$ cat src/rtl/cpu_clock_ctrl_pkg.sv
// Shared types and defaults for the single-step / free-run processor clock controller.
// Also provides the counter-width helper used by the top and the button debouncer.
package cpu_clock_ctrl_pkg;

    typedef enum logic [1:0] {
        S_IDLE = 2'd0,
        S_HIGH = 2'd1,
        S_LOW  = 2'd2
    } state_t;

    localparam int unsigned DEF_HALF_PERIOD     = 25_000_000;
    localparam int unsigned DEF_DEBOUNCE_CYCLES = 500_000;
    localparam int unsigned DEF_CNT_W           = 8;

    // Bits needed to hold 0..n-1, never less than one.
    function automatic int unsigned cnt_width(input int unsigned n);
        return (n > 1) ? $clog2(n) : 1;
    endfunction

endpackage

$ cat src/rtl/cpu_clock_ctrl_btn.sv
// Active-low push-button conditioner: 2-flop synchronizer, stability debounce,
// and a one-cycle press_evt on each accepted press.
module btn_debounce
    import cpu_clock_ctrl_pkg::*;
#(
    parameter int unsigned DEBOUNCE_CYCLES = DEF_DEBOUNCE_CYCLES
) (
    input  logic clk,
    input  logic rst,
    input  logic btn_n,
    output logic press_evt
);

    localparam int unsigned       CW     = cnt_width(DEBOUNCE_CYCLES);
    localparam logic [CW-1:0]     C_LAST = CW'(DEBOUNCE_CYCLES - 1);

    logic          btn_s1;
    logic          btn_s;
    logic          btn_db;
    logic [CW-1:0] cnt;

    // A change is accepted only after DEBOUNCE_CYCLES consecutive differing samples.
    always_ff @(posedge clk) begin
        if (rst) begin
            btn_s1    <= 1'b1;
            btn_s     <= 1'b1;
            btn_db    <= 1'b1;
            cnt       <= '0;
            press_evt <= 1'b0;
        end else begin
            btn_s1    <= btn_n;
            btn_s     <= btn_s1;
            press_evt <= 1'b0;
            if (btn_s != btn_db) begin
                if (cnt == C_LAST) begin
                    btn_db    <= btn_s;
                    cnt       <= '0;
                    press_evt <= ~btn_s;
                end else begin
                    cnt <= cnt + CW'(1);
                end
            end else begin
                cnt <= '0;
            end
        end
    end

endmodule

$ cat src/rtl/cpu_clock_ctrl.sv
// Processor clock generator: free-running square wave in run mode, one full
// cpu_clk cycle per debounced button press in step mode, plus a rise counter.
module cpu_clock_ctrl
    import cpu_clock_ctrl_pkg::*;
#(
    parameter int unsigned HALF_PERIOD     = DEF_HALF_PERIOD,
    parameter int unsigned DEBOUNCE_CYCLES = DEF_DEBOUNCE_CYCLES,
    parameter int unsigned CNT_W           = DEF_CNT_W
) (
    input  logic             clk,
    input  logic             rst,
    input  logic             step_btn_n,
    input  logic             run_sw,
    output logic             cpu_clk,
    output logic             cpu_rise,
    output logic             busy,
    output logic [CNT_W-1:0] cycle_count
);

    localparam int unsigned   TW     = cnt_width(HALF_PERIOD);
    localparam logic [TW-1:0] T_LAST = TW'(HALF_PERIOD - 1);

    state_t        state;
    state_t        state_nxt;
    logic [TW-1:0] timer;
    logic [TW-1:0] timer_nxt;
    logic          enter_high;
    logic          run_s1;
    logic          run_q;
    logic          press_evt;

    btn_debounce #(
        .DEBOUNCE_CYCLES(DEBOUNCE_CYCLES)
    ) u_step_db (
        .clk       (clk),
        .rst       (rst),
        .btn_n     (step_btn_n),
        .press_evt (press_evt)
    );

    always_ff @(posedge clk) begin
        if (rst) begin
            run_s1 <= 1'b0;
            run_q  <= 1'b0;
        end else begin
            run_s1 <= run_sw;
            run_q  <= run_s1;
        end
    end

    // Presses arriving outside S_IDLE are dropped, never queued.
    always_comb begin
        state_nxt  = state;
        timer_nxt  = '0;
        enter_high = 1'b0;
        case (state)
            S_IDLE: begin
                if (run_q || press_evt) begin
                    state_nxt  = S_HIGH;
                    enter_high = 1'b1;
                end
            end
            S_HIGH: begin
                if (timer == T_LAST) begin
                    state_nxt = S_LOW;
                end else begin
                    timer_nxt = timer + TW'(1);
                end
            end
            S_LOW: begin
                if (timer == T_LAST) begin
                    if (run_q) begin
                        state_nxt  = S_HIGH;
                        enter_high = 1'b1;
                    end else begin
                        state_nxt = S_IDLE;
                    end
                end else begin
                    timer_nxt = timer + TW'(1);
                end
            end
            default: state_nxt = S_IDLE;
        endcase
    end

    // Outputs are registered from the next state so they line up with state.
    always_ff @(posedge clk) begin
        if (rst) begin
            state       <= S_IDLE;
            timer       <= '0;
            cpu_clk     <= 1'b0;
            cpu_rise    <= 1'b0;
            busy        <= 1'b0;
            cycle_count <= '0;
        end else begin
            state       <= state_nxt;
            timer       <= timer_nxt;
            cpu_clk     <= (state_nxt == S_HIGH);
            cpu_rise    <= enter_high;
            busy        <= (state_nxt != S_IDLE);
            cycle_count <= cycle_count + CNT_W'(enter_high);
        end
    end

endmodule
$ cat config.mk
export PLATFORM = sky130hd
export DESIGN_NAME = cpu_clock_ctrl
export DESIGN_NICKNAME = d
export VERILOG_FILES = /design/src/rtl/cpu_clock_ctrl_pkg.sv /design/src/rtl/cpu_clock_ctrl_btn.sv /design/src/rtl/cpu_clock_ctrl.sv
export SDC_FILE = /design/constraint.sdc
export NUM_CORES = 1
export LEC_CHECK = 0
export ABC_AREA = 1
export ABC_CLOCK_PERIOD_IN_PS = 4300
export CORE_MARGIN = 2
export CORE_UTILIZATION = 64
export DETAILED_ROUTE_END_ITERATION = 6
export GPL_TIMING_DRIVEN = 0
export PLACE_DENSITY = 0.84
export SYNTH_ARGS = -nofsm -noshare
export SYNTH_HDL_FRONTEND = slang
export SYNTH_HIERARCHICAL = 1
export SYNTH_SLANG_ARGS = --single-unit
export TNS_END_PERCENT = 10
$ cat constraint.sdc
create_clock -name clk -period 4.3 [get_ports clk]
set_clock_uncertainty 0.2 [all_clocks]
set_input_delay 0.645 -clock clk [delete_from_list [all_inputs] [get_ports clk]]
set_output_delay 0.645 -clock clk [all_outputs]
set_load 0.03 [all_outputs]
==> out/results.ini, run 1 <==
[status]
outcome = finished clean

[cells_and_area]
layout_common_cells = nand2_1, nor2_1, dfxtp_1
finalInstanceArea_um2 = 3640
area_growth_pct = 14.0
drive_gt1_frac = 0.0889
final_nets = 502
layout_commonest_cell = nand2_1
diodes = 0

[floorplanning]
coreArea_um2 = 4750
ioPinCount = 15
fp.dieH_um = 74.6
fp.dieW_um = 74.6
rows = 25
design.die.area_um2 = 5560
initial_core_util = 0.671

[route]
routed-wl-met2_mm = 3.25
wl_mm = 6.93
dr_wl_met3_um = 375
ant_nets = 0
num_vias = 2967
drcViolationCount = 0
drtIter0Drc = 205
wl_per_cell_um = 12.3
drt-met1-wl_mm = 3.09
drt_first_pass_iters = 5
top_layer = met4
viasPerCell = 5.28

[logic_synthesis]
synthAdderAreaFrac = 0.0314
synth_xor_area_frac = 0.0467
synth.area.mux_share = 0
ys_ff_latch = 63
synthCells = 465
synth-compound-area-share = 0.0514
yosys_warnings = 6
netlist_area_um2 = 3190
synth_top_cell_area_share = 0.395
synth_top_family_by_area = simple AND/OR/NAND/NOR gates
yosys.area.top_type = dfxtp_1
synthDistinctLibCells = 30
synth_area_leaders = dfxtp_1, nand2_1, nor2_1
avgSynthCellArea_um2 = 6.86
syn_nets = 477
synth-simple-area-share = 0.389
synth_seq_area_share = 0.395

[clocking]
cts_resized = 0
cts_tree = built
clock-sinks = 63
cts-htree-levels = 3
hold_buffers = 0
cts_buffer_depth = 2
root_buffer = clkbuf_8
post_cts_buffers = 0
clkTransAtPathRegs_ns = 0.07
cts_buffers = 9
clk_latency_ns = 0.35

[placed_design]
dp.final_hpwl_mm = 5.12
placed_area_um2 = 3410
place.gp.congestion = 1.00
port_buffers = 14

[setup_path]
crit-reg2reg-launch = timer[0]
worstPathMaxFanout = 6
required_ns = 4.31
critPathLaunchType = register
worst_setup_path_end_kind = register
crit_type = register to register
cp_cell_sequence = ha_1 -> nand2_1 -> inv_2 -> nand3_1 -> nor2_1 -> nand3b_1 -> nand2_1 -> ha_1 -> nand4_1 -> nor3b_1 -> nand2_1 -> xor2_1 -> nor2_1
path_delay_family = simple AND/OR/NAND/NOR gates
critPathBufInv = 1
crit_top_cell = nand2_1
startpoint = timer[0]
slowest_stage = dfxtp_1
arrival_ns = 2.72
slowest_delay_ns = 0.46

[power]
leakagePower_nw = 1.40
seqPwrFrac = 0.489
ir_drop_uv = 283
pwr-share-clk = 0.484
p_sw_w = 0.000250
pwr-share-comb = 0.027
p_per_area_nw_per_um2 = 332
swShare = 0.207
power_w = 0.00121
internal_power_w = 0.000959

[sta]
fmax_mhz = 370
fin_crit_sh = 0.629
setup_viol = 0
min_period_ns = 2.70
finalHoldViolations = 0
relSlewSlack = 0.707
worst_pin_slew_ns = 0.440
final.setup.tns_ns = 0
rsz0062_at_grt = false
slew_violations = 0

[global_routing]
antenna_found_initial = 0
grt_max_degree = 11
grt.overflow.total = 0
grt_usage = 0.269
grt_pass1_vias = 2692
grt_pass1_wl_mm = 11.4

[hold_path]
min_path_type = register to register
min-delay-start = run_s1

[run]
maxCapViolations = 0

[registers in the layout, indices dropped and copies added (netlist names), 2 cells and up]
signal / cells
state: 2
cycle_count: 8
timer: 25
u_step_db/cnt: 19
[metal layers]
layer / track usage / up-vias
li1: - / 1506
met1: 0.323 / 1332
met2: 0.446 / 103
met3: 0.0569 / 26
met4: 0.155 / 0
met5: 0 / -
[power by group through the flow]
stage	Combinational [W]	Sequential, W	Clock [W]
6_report	0.0000327	0.000591	0.000584
5_1_grt	0.0000365	0.000591	0.000613
3_3_place_gp	0.0000310	0.000604	0
3_5_place_dp	0.0000326	0.000604	0
4_1_cts	0.0000327	0.000591	0.000588
2_1_floorplan	0.0000163	0.000608	0
[metrics by stage]
step / utilization / worst slack [ns] / cells / hold slack [ns]
floorplan: - / 2.06 / 465 / 0.188
global placement: 0.718 / 1.76 / 546 / 0.192
detailed placement: 0.718 / 1.63 / 546 / 0.206
CTS: 0.765 / 1.60 / 562 / 0.221
global route: 0.765 / 1.38 / 562 / 0.247
finish: 0.765 / 1.60 / 562 / 0.216
[worst register-to-register path, stage by stage, from the launching register on]
cell and delay, ns:
dfxtp_1 0.46, ha_1 0.30, nand2_1 0.09, inv_2 0.07, nand3_1 0.06, nor2_1 0.16
nand3b_1 0.11, nand2_1 0.14, ha_1 0.21, nand4_1 0.17, nor3b_1 0.29, nand2_1 0.11
xor2_1 0.16, nor2_1 0.06
[cells in the mapped netlist]
cell,instances
clkbuf_1,1
nand4_1,7
o21a_1,1
or2_2,5
inv_2,7
ha_1,8
nor3_1,9
nand2_1,113
xor2_1,11
a211oi_1,1
nor2_2,2
buf_6,1
nand3_2,3
nand3b_1,3
nand2_2,2
o21ai_0,5
a21oi_1,23
dfxtp_1,63
nor3_2,4
or2_1,3
nor3_4,1
buf_4,2
inv_1,58
nand3_1,38
nor3b_1,2
nor2_1,81
nor2_4,2
xnor2_1,6
or2_0,2
a21oi_2,1
[cell type report]
class	instances	area [um^2]
sequential	63	1260
inverter	65	244
timing repair buffer	14	140
tap	67	83.8
fill	351	1120
clock buffer	13	159
multi-input combinational	333	1650
clock inverter	3	65.1
buffer	4	30.0
[final timing paths]
path	endpoint	slack [ns]	cells past startpoint
setup reg to reg	cycle_count[7]	1.60	13
hold / removal	run_q	0.22	2
setup / recovery	cycle_count[7]	1.60	13
hold reg to reg	run_q	0.22	2
[cells by family after synthesis]
logic type,after synthesis
and+or+nand+nor,277
DFF,63
xor gates and xnor gates,17
AOI/OAI and AO/OA,31
buffers and inverters,69
adders and majority gates,8
Power figures use the tool's default switching activity.
==> run 2, diff against run 1 <==
--- a/config.mk
+++ b/config.mk
@@ -6,12 +6,12 @@
 export NUM_CORES = 1
 export LEC_CHECK = 0
 export ABC_AREA = 1
-export ABC_CLOCK_PERIOD_IN_PS = 4300
+export ABC_CLOCK_PERIOD_IN_PS = 2360
 export CORE_MARGIN = 2
-export CORE_UTILIZATION = 64
+export CORE_UTILIZATION = 54
 export DETAILED_ROUTE_END_ITERATION = 6
 export GPL_TIMING_DRIVEN = 0
-export PLACE_DENSITY = 0.84
+export PLACE_DENSITY = 0.75
 export SYNTH_ARGS = -nofsm -noshare
 export SYNTH_HDL_FRONTEND = slang
 export SYNTH_HIERARCHICAL = 1
==> constraint.sdc (replaced) <==
create_clock -name clk -period 2.36 [get_ports clk]
set_clock_uncertainty 0.2 [all_clocks]
set_input_delay 0.354 -clock clk [delete_from_list [all_inputs] [get_ports clk]]
set_output_delay 0.354 -clock clk [all_outputs]
set_load 0.03 [all_outputs]
==> out/results.ini, run 2 (synthesized netlist as in run 1, its figures left out) <==
[setup_path]
crit_type = register to register  ; unchanged
worst_setup_path_end_kind = register  ; unchanged
required_ns = 2.37  ; was 4.31 ns
worstPathMaxFanout = 4  ; was 6
arrival_ns = 2.20  ; was 2.72 ns
critPathLaunchType = register  ; unchanged
startpoint = timer[9]  ; was timer[0]
crit-reg2reg-capture = cycle_count[6]  ; was cycle_count[7]
crit-reg2reg-launch = timer[9]  ; was timer[0]
rr_worst_depth = 14  ; was 13
ff2ff_setup_slack_ns = 0.17  ; was 1.60 ns
cp-endpoint = cycle_count[6]  ; was cycle_count[7]

[sta]
fmax_mhz = 457  ; was 370 MHz
min_period_ns = 2.19  ; was 2.70 ns
setup_viol = 0  ; unchanged
fin_crit_sh = 0.927  ; was 0.629
relSlewSlack = 0.713  ; was 0.707
finalWorstSetupSlack_ns = 0.173  ; was 1.60 ns
slew_violations = 0  ; unchanged
worst_pin_slew_ns = 0.431  ; was 0.440 ns
finalHoldViolations = 0  ; unchanged
final.setup.tns_ns = 0  ; unchanged
fin_hold_ws_ns = 0.215  ; was 0.216 ns

[route]
drtIter0Drc = 160  ; was 205
drt_first_pass_iters = 6  ; was 5
viasPerCell = 5.13  ; was 5.28
wl_mm = 6.92  ; was 6.93 mm
ant_nets = 0  ; unchanged
wl_per_cell_um = 12.0  ; was 12.3 um
drcViolationCount = 0  ; unchanged
num_vias = 2951  ; was 2,967

[placed_design]
port_buffers = 14  ; unchanged
place.gp.congestion = 0.921  ; was 1.00
place_ws_ns = -0.329  ; was 1.63 ns
dp.final_hpwl_mm = 4.94  ; was 5.12 mm

[cells_and_area]
reg_top3 = timer: 25 flops, u_step_db/cnt: 19 flops, cycle_count: 8 flops  ; unchanged
top_register = timer  ; unchanged
final_nets = 511  ; was 502
drive_gt1_frac = 0.141  ; was 0.0889
largest_register_ffs = 25  ; unchanged
layout_commonest_cell = nand2_1  ; unchanged
area_growth_pct = 16.6  ; was 14.0%
diodes = 0  ; unchanged
layout_common_cells = nand2_1, nor2_1, inv_1  ; was nand2_1, nor2_1, dfxtp_1

[clocking]
clock-sinks = 63  ; unchanged
root_buffer = clkbuf_8  ; unchanged
cts_buffer_depth = 2  ; unchanged
clkTransAtPathRegs_ns = 0.07  ; about the same
clk_latency_ns = 0.34  ; was 0.35 ns
cts_tree = built  ; unchanged
cts_buffers = 9  ; unchanged
hold_buffers = 0  ; unchanged
cts-htree-levels = 3  ; unchanged

[floorplanning]
ioPinCount = 15  ; unchanged
rows = 27  ; was 25
fp.dieW_um = 80.9  ; was 74.6 um
initial_core_util = 0.569  ; was 0.671
design.die.area_um2 = 6540  ; was 5560 um^2
coreArea_um2 = 5610  ; was 4750 um^2
fp.dieH_um = 80.9  ; was 74.6 um

[status]
outcome = finished clean  ; unchanged

[power]
p_per_area_nw_per_um2 = 519  ; was 332 nW/um^2
power_w = 0.00193  ; was 0.00121 W
leakagePower_nw = 1.41  ; was 1.40 nW
ir_drop_uv = 354  ; was 283 uV

[run]
maxCapViolations = 0  ; unchanged

[hold_path]
min_path_type = register to register  ; unchanged

[global_routing]
grt_pass1_wl_mm = 11.6  ; was 11.4 mm
grt_usage = 0.229  ; was 0.269
grt_max_degree = 11  ; unchanged
antenna_found_initial = 0  ; unchanged
grt.overflow.total = 0  ; unchanged
grt_pass1_vias = 2753  ; was 2,692

==> run 2: changes by cell type in the layout (fill, tap and decap cells not counted), sizes merged <==
cell    previous run  this run
bufinv             2         0
buf                3        12
clkbuf            14        15
==> run 2: critical path, cell delays in order (launching register included) <==
cell and delay (ns):
dfxtp_4 0.36, inv_2 0.07, nand2_1 0.06, nor2_2 0.14, nand2_1 0.11, nor2_4 0.12, nand3b_1 0.10, nand2_2 0.10
ha_4 0.15, ha_1 0.16, nand2_1 0.09, nor2_2 0.13, nand3_1 0.09, xor2_1 0.13, nor2_1 0.05
==> run 2: what timing repair did <==
action	CTS	global route
gates cloned	0	0
setup buffers	1	8
pin swaps	2	7
endpoints found under the setup margin	4	4
resized for setup	6	20
==> run 2: power breakdown <==
| group | switching [W] | total, W | internal, W | leakage (nW) |
|---|---|---|---|---|
| sequential | 0.00000602 | 0.00108 | 0.00107 | 0.514 |
| clock | 0.000387 | 0.000791 | 0.000404 | 0.0805 |
| combinational | 0.0000351 | 0.0000604 | 0.0000254 | 0.815 |
| total | 0.000428 | 0.00193 | 0.00150 | 1.41 |
==> run 2: area by class of cell <==
class | instances | area, um^2
Inverter | 65 | 244
Clock buffer | 14 | 153
Clock inverter | 1 | 5.00
Multi-Input combinational cell | 333 | 1710
Timing Repair Buffer | 23 | 208
Fill cell | 515 | 1890
Tap cell | 72 | 90.1
Buffer | 4 | 30.0
Sequential cell | 63 | 1280
==> run 2: per-stage QoR <==
| step | instance area, um^2 | std cells | utilization |
|---|---|---|---|
| 6_report | 3720 | 575 | 0.663 |
| 3_3_place_gp | 3420 | 551 | 0.610 |
| 5_1_grt | 3720 | 575 | 0.663 |
| 3_5_place_dp | 3420 | 551 | 0.610 |
| 4_1_cts | 3610 | 567 | 0.643 |
| 2_1_floorplan | 3190 | 465 | - |
==> run 2: routing by layer <==
| layer | vias up | global-route usage | routed length [um] |
|---|---|---|---|
| li1 | 1524 | - | - |
| met1 | 1317 | 0.277 | 3150 |
| met2 | 89 | 0.388 | 3310 |
| met3 | 21 | 0.0411 | 265 |
| met4 | 0 | 0.115 | 195 |
| met5 | - | 0 | 0 |
==> run 2: worst min-delay path by stage <==
stage	end	slack, ns	depth (start not counted)	from
final	run_q	0.22	2	run_s1
after global routing	run_q	0.22	2	run_s1
after CTS	run_q	0.21	2	run_s1
after detailed placement	run_q	0.20	2	run_s1
after global placement	run_q	0.19	2	run_s1
after floorplan	run_q	0.19	2	run_s1
==> run 3, diff against run 2 <==
==> constraint.sdc (replaced) <==
create_clock -name clk -period 2.36 [get_ports clk]
set_clock_uncertainty 0.2 [all_clocks]
set_input_delay 0.472 -clock clk [delete_from_list [all_inputs] [get_ports clk]]
set_output_delay 0.472 -clock clk [all_outputs]
set_load 0.03 [all_outputs]
==> results of run 3 <==
Same layout as run 2: the final DEF is identical, and so are final timing and power.
